**config.mk**
```make
export PLATFORM = sky130hd
export DESIGN_NAME = hazard_scoreboard
export DESIGN_NICKNAME = d
export VERILOG_FILES = /design/src/rtl/hazard_scoreboard.sv
export SDC_FILE = /design/constraint.sdc
export NUM_CORES = 1
export LEC_CHECK = 0
export BUFFER_PORTS_ARGS = -buffer_cell sky130_fd_sc_hd__buf_2
export CORE_MARGIN = 1.5
export CORE_UTILIZATION = 60
export CTS_CLUSTER_SIZE = 30
export DETAILED_ROUTE_END_ITERATION = 10
export PLACE_DENSITY = 0.8
export REMOVE_ABC_BUFFERS = 1
export SLEW_MARGIN = 20
export SYNTH_ARGS = -nofsm -noshare
export SYNTH_HDL_FRONTEND = slang
export SYNTH_SLANG_ARGS = --single-unit
```
**constraint.sdc**
```tcl
create_clock -name clk -period 5.7 [get_ports clk]
set_clock_uncertainty 0.1 [all_clocks]
set_input_delay 0.57 -clock clk [delete_from_list [all_inputs] [get_ports clk]]
set_output_delay 0.57 -clock clk [all_outputs]
set_load 0.005 [all_outputs]
```
**src/rtl/hazard_scoreboard.sv**
```systemverilog
// Per-register RAW hazard scoreboard: valid bit + latency countdown per entry, combinational stall, registered pending count.
// Optional stall-cycle performance counter enabled by macro SB_PERF_CNT_EN.
module hazard_scoreboard #(
  parameter int LAT_W = 2
) (
  input  logic             clk,
  input  logic             rst_n,
  input  logic [3:0]       p0_addr_ID,
  input  logic [3:0]       p1_addr_ID,
  input  logic             p0_re,
  input  logic             p1_re,
  input  logic             issue_valid,
  input  logic             issue_we,
  input  logic [3:0]       issue_dst,
  input  logic [LAT_W-1:0] issue_lat,
  input  logic             wb_we,
  input  logic [3:0]       wb_addr,
  input  logic             flush,
  output logic             stall_p0,
  output logic             stall_p1,
  output logic             stall,
  output logic [4:0]       pending_cnt
`ifdef SB_PERF_CNT_EN
  ,
  output logic [15:0]      stall_cycles
`endif
);

  logic [15:0]      valid_q;
  logic [15:0]      valid_d;
  logic [LAT_W-1:0] cnt_q [16];
  logic [LAT_W-1:0] cnt_d [16];
  logic             issue_ok;
  logic [4:0]       pop_d;

  always_comb begin
    stall_p0 = p0_re & valid_q[p0_addr_ID] & (cnt_q[p0_addr_ID] != '0);
    stall_p1 = p1_re & valid_q[p1_addr_ID] & (cnt_q[p1_addr_ID] != '0);
    stall    = stall_p0 | stall_p1;
    issue_ok = issue_valid & issue_we & ~stall;
  end

  // Priority, lowest to highest: countdown, writeback, issue, flush.
  always_comb begin
    valid_d = valid_q;
    pop_d   = '0;
    for (int i = 0; i < 16; i++) begin
      cnt_d[i] = cnt_q[i];
      if (valid_q[i] && (cnt_q[i] != '0))
        cnt_d[i] = cnt_q[i] - LAT_W'(1);
      if (wb_we && (wb_addr == 4'(i))) begin
        valid_d[i] = 1'b0;
        cnt_d[i]   = '0;
      end
      if (issue_ok && (issue_dst == 4'(i))) begin
        valid_d[i] = 1'b1;
        cnt_d[i]   = issue_lat;
      end
      if (flush) begin
        valid_d[i] = 1'b0;
        cnt_d[i]   = '0;
      end
      pop_d = pop_d + 5'(valid_d[i]);
    end
  end

  always_ff @(posedge clk) begin
    if (!rst_n) begin
      valid_q     <= '0;
      pending_cnt <= '0;
      for (int i = 0; i < 16; i++)
        cnt_q[i] <= '0;
    end else begin
      valid_q     <= valid_d;
      pending_cnt <= pop_d;
      for (int i = 0; i < 16; i++)
        cnt_q[i] <= cnt_d[i];
    end
  end

`ifdef SB_PERF_CNT_EN
  // Survives flush on purpose; only reset clears it.
  always_ff @(posedge clk) begin
    if (!rst_n)
      stall_cycles <= '0;
    else if (stall && (stall_cycles != 16'hFFFF))
      stall_cycles <= stall_cycles + 16'd1;
  end
`endif

endmodule

```
==> reports/metrics.yaml <==
status: "finished, violations left"
violations: "design-rule violations"
totalPowerFinal_w: 0.0006724
clock-sinks: 53
cts-htree-levels: 2
clockPowerShare_pct: 31.9
slew_violations: 0
antenna_left: 0
path_max_fanout: 11
cts_setup_buffers: 0
grt.total_usage_pct: 30.28
holdWs_ps: 426.6
cts_buffer_depth: 2
cellInternalPower_w: 0.0004892
ctsResizeCount: 0
syn2layout_area_growth_pct: 8.153
num_vias: 3627
cts_hold_buffers: 0
worstMarginPinSlew_ps: 741.3
setup_viol: 0
cap_violations: 0
hold_path.class: "primary input to flop"
start_util_pct: 62.85
cp.required_ps: 5810
power.density_mw_per_mm2: 154.0
grt_max_degree: 31
critical_path.most_common_cell: "fa_1"
core_sq_mm: 0.006422
wl_um: 10340
pwr-share-seq_pct: 55.5
port_buffers: 33
drt_pass1_iterations: 8
clkLatencyLatePin_ps: 310
cts_tree: "yes"
fin_cells: 586
rsz0062_at_grt: "false"
place_area_sq_mm: 0.004278
crit_family: "adder cells"
numCtsBuffers: 5
place_inst: 578
place.gp.congestion: 0.9425
max_stage_delay_ps: 530
yosys_warnings: 0
remaining_drc_errors: 1
final-seq-area_sq_mm: 0.001061
synthArstFlopShare_pct: 0
antenna_found_initial: 0
worstSetupEndpointType: "flop"
netlist_area_sq_mm: 0.004036
comb_power_share_pct: 12.5
max_freq_mhz: 186.8
rows: 29
synth_edf_count: 0
critPathKind: "primary input to flop"
switching_share_pct: 27.24
grt_overflow: 0
critPathSlowestCell: "mux4_2"
clk_pin_slew_ps: 100
nFillCells: 538
multi_input_area_sq_mm: 0.002675
cp_data_arrival_time_ps: 5470
syn_inst: 478
design.portCount: 34
grt_pass1_wl_um: 17180
ys_seq_area_share_pct: 26.29
peakVddDrop_uv: 115.5
synth_ff_type: "dfxtp_1"
worstSetupStartpointType: "primary input"
die_x_um: 85.02
post-route-period-util_pct: 93.92
relSlewSlack_pct: 50.46
hpwl_um: 8154
drt_iter0_markers: 357
final_cell_area_sq_mm: 0.004365
avgSynthCellArea_sq_um: 8.444
fin_crit_ps: 5354
ys_types: 50
cp_num_buf_inv: 4
nNetsFinal: 565
dieArea_sq_mm: 0.007228
grt_pass1_vias: 3515
drive_above_1_share_pct: 13.95
p_leak_nw: 1.748
routedWlPerCell_um: 17.65
via_per_inst: 6.189
p_sw_w: 0.0001832
antenna_cells: 0
ys_ff_latch: 53
cts_root_buf: "clkbuf_8"
die_h_um: 85.02
hold_viol: 0
fin_setup_tns_ps: 0
crit_chain: "buf_2 > mux4_2 > mux2i_1 > o22a_1 > a41o_1 > buf_4 > nand4_4 > a21oi_1 > fa_1 > inv_1 > fa_1 > fa_1 > inv_1 > fa_1 > ha_1 > fa_1 > xor2_1 > and2_1"
## synth_stat cells (2+ instances only)
library cell,n,area [sq um]
buf_6,2,22.52
nand3_1,36,180.2
nor4_1,3,18.77
clkbuf_1,9,33.78
xnor2_1,17,148.9
nand4_4,2,42.54
nor3_1,13,65.06
mux2i_1,35,350.3
nand3_4,6,105.1
o21ai_0,19,95.09
nor4b_1,2,17.52
buf_2,7,35.03
a211oi_1,4,30.03
nor2_1,19,71.32
nor2b_1,5,31.28
inv_1,44,165.2
nand4_1,7,43.79
mux4_2,6,135.1
and2_1,5,31.28
fa_1,10,200.2
nor3b_1,3,22.52
nand2_1,57,214.0
mux2_2,3,33.78
a311oi_1,3,26.28
dfxtp_1,53,1061
nand2b_1,22,137.6
a2111oi_0,4,35.03
a21o_1,11,82.58
a21oi_1,27,135.1
nand4b_1,2,17.52
o21bai_1,2,15.01
ha_1,21,262.8
a31oi_1,2,12.51
## area by class of cell
cell class	count	area share, %
clock buffer	6	1.662
tap	77	2.207
multi-input combinational	359	61.28
timing repair buffer	45	6.420
sequential	53	24.30
inverter	44	3.783
clock inverter	2	0.3439
## flip-flops by register name, summed over array words and instances (netlist names)
name	flops
valid_q	16
cnt_q	32
pending_cnt	5
## cells by family after synthesis
group / count (synthesis) / share of synthesized area (%)
multiplexers: 44 / 12.86
XOR/XNOR: 18 / 3.906
AO/OA/AOI/OAI: 79 / 12.18
buffers and inverters: 66 / 7.501
adder cells (fa/ha/maj): 31 / 11.47
AND/OR/NAND/NOR: 187 / 25.79
flip-flops: 53 / 26.29
## worst reg2reg max path, delay by kind of cell, from the launching register on
family / cells / cell delay (ps)
adders and majority gates: 6 / 2460
and+or+nand+nor: 3 / 930
AOI/OAI and AO/OA: 3 / 860
DFF: 1 / 360
buffers and inverters: 3 / 330
xor gates and xnor gates: 1 / 150
## path summary, 6_finish.rpt
check | start | endpoint | slack, ps | cells after the start
min | rst_n | pending_cnt[4] | 430 | 3
max | p1_addr_ID[0] | pending_cnt[2] | 350 | 18
min reg2reg | valid_q[7] | valid_q[7] | 450 | 2
max reg2reg | cnt_q[2][0] | pending_cnt[2] | 420 | 16
## cells in the final DEF (no fill, tap or decap), drive strengths merged, types with 11 or more instances in the layout
master  instances
nor2           19
o21ai          19
nand2          57
mux2i          35
nor3           13
buf            45
a21o           11
a21oi          27
inv            44
nand2b         22
nand3          42
ha             21
xnor2          17
dfxtp          53
## power by group through the flow
stage	registers [W]	logic (W)	clock network (W)
after detailed placement	0.000382	0.0000830	0
after global placement	0.000382	0.0000811	0
after floorplan	0.000381	0.0000409	0
final	0.000373	0.0000844	0.000215
after CTS	0.000373	0.0000835	0.000215
after global routing	0.000373	0.0000922	0.000230
## metal layers
metal / GRT usage [%] / part of all wire [%]
met4: 8.942 / 2.2
met3: 4.767 / 8.2
met5: 0 / 0
met1: 38.19 / 40
met2: 53.39 / 49
## through the flow
step	setup slack (ps)	utilization (%)
floorplan	4.644	-
global placement	88.89	66.61
detailed placement	5.782	66.61
CTS	351.9	67.97
global route	88.16	67.97
finish	346.4	67.97
No activity file was read; power rests on OpenSTA's default activity.
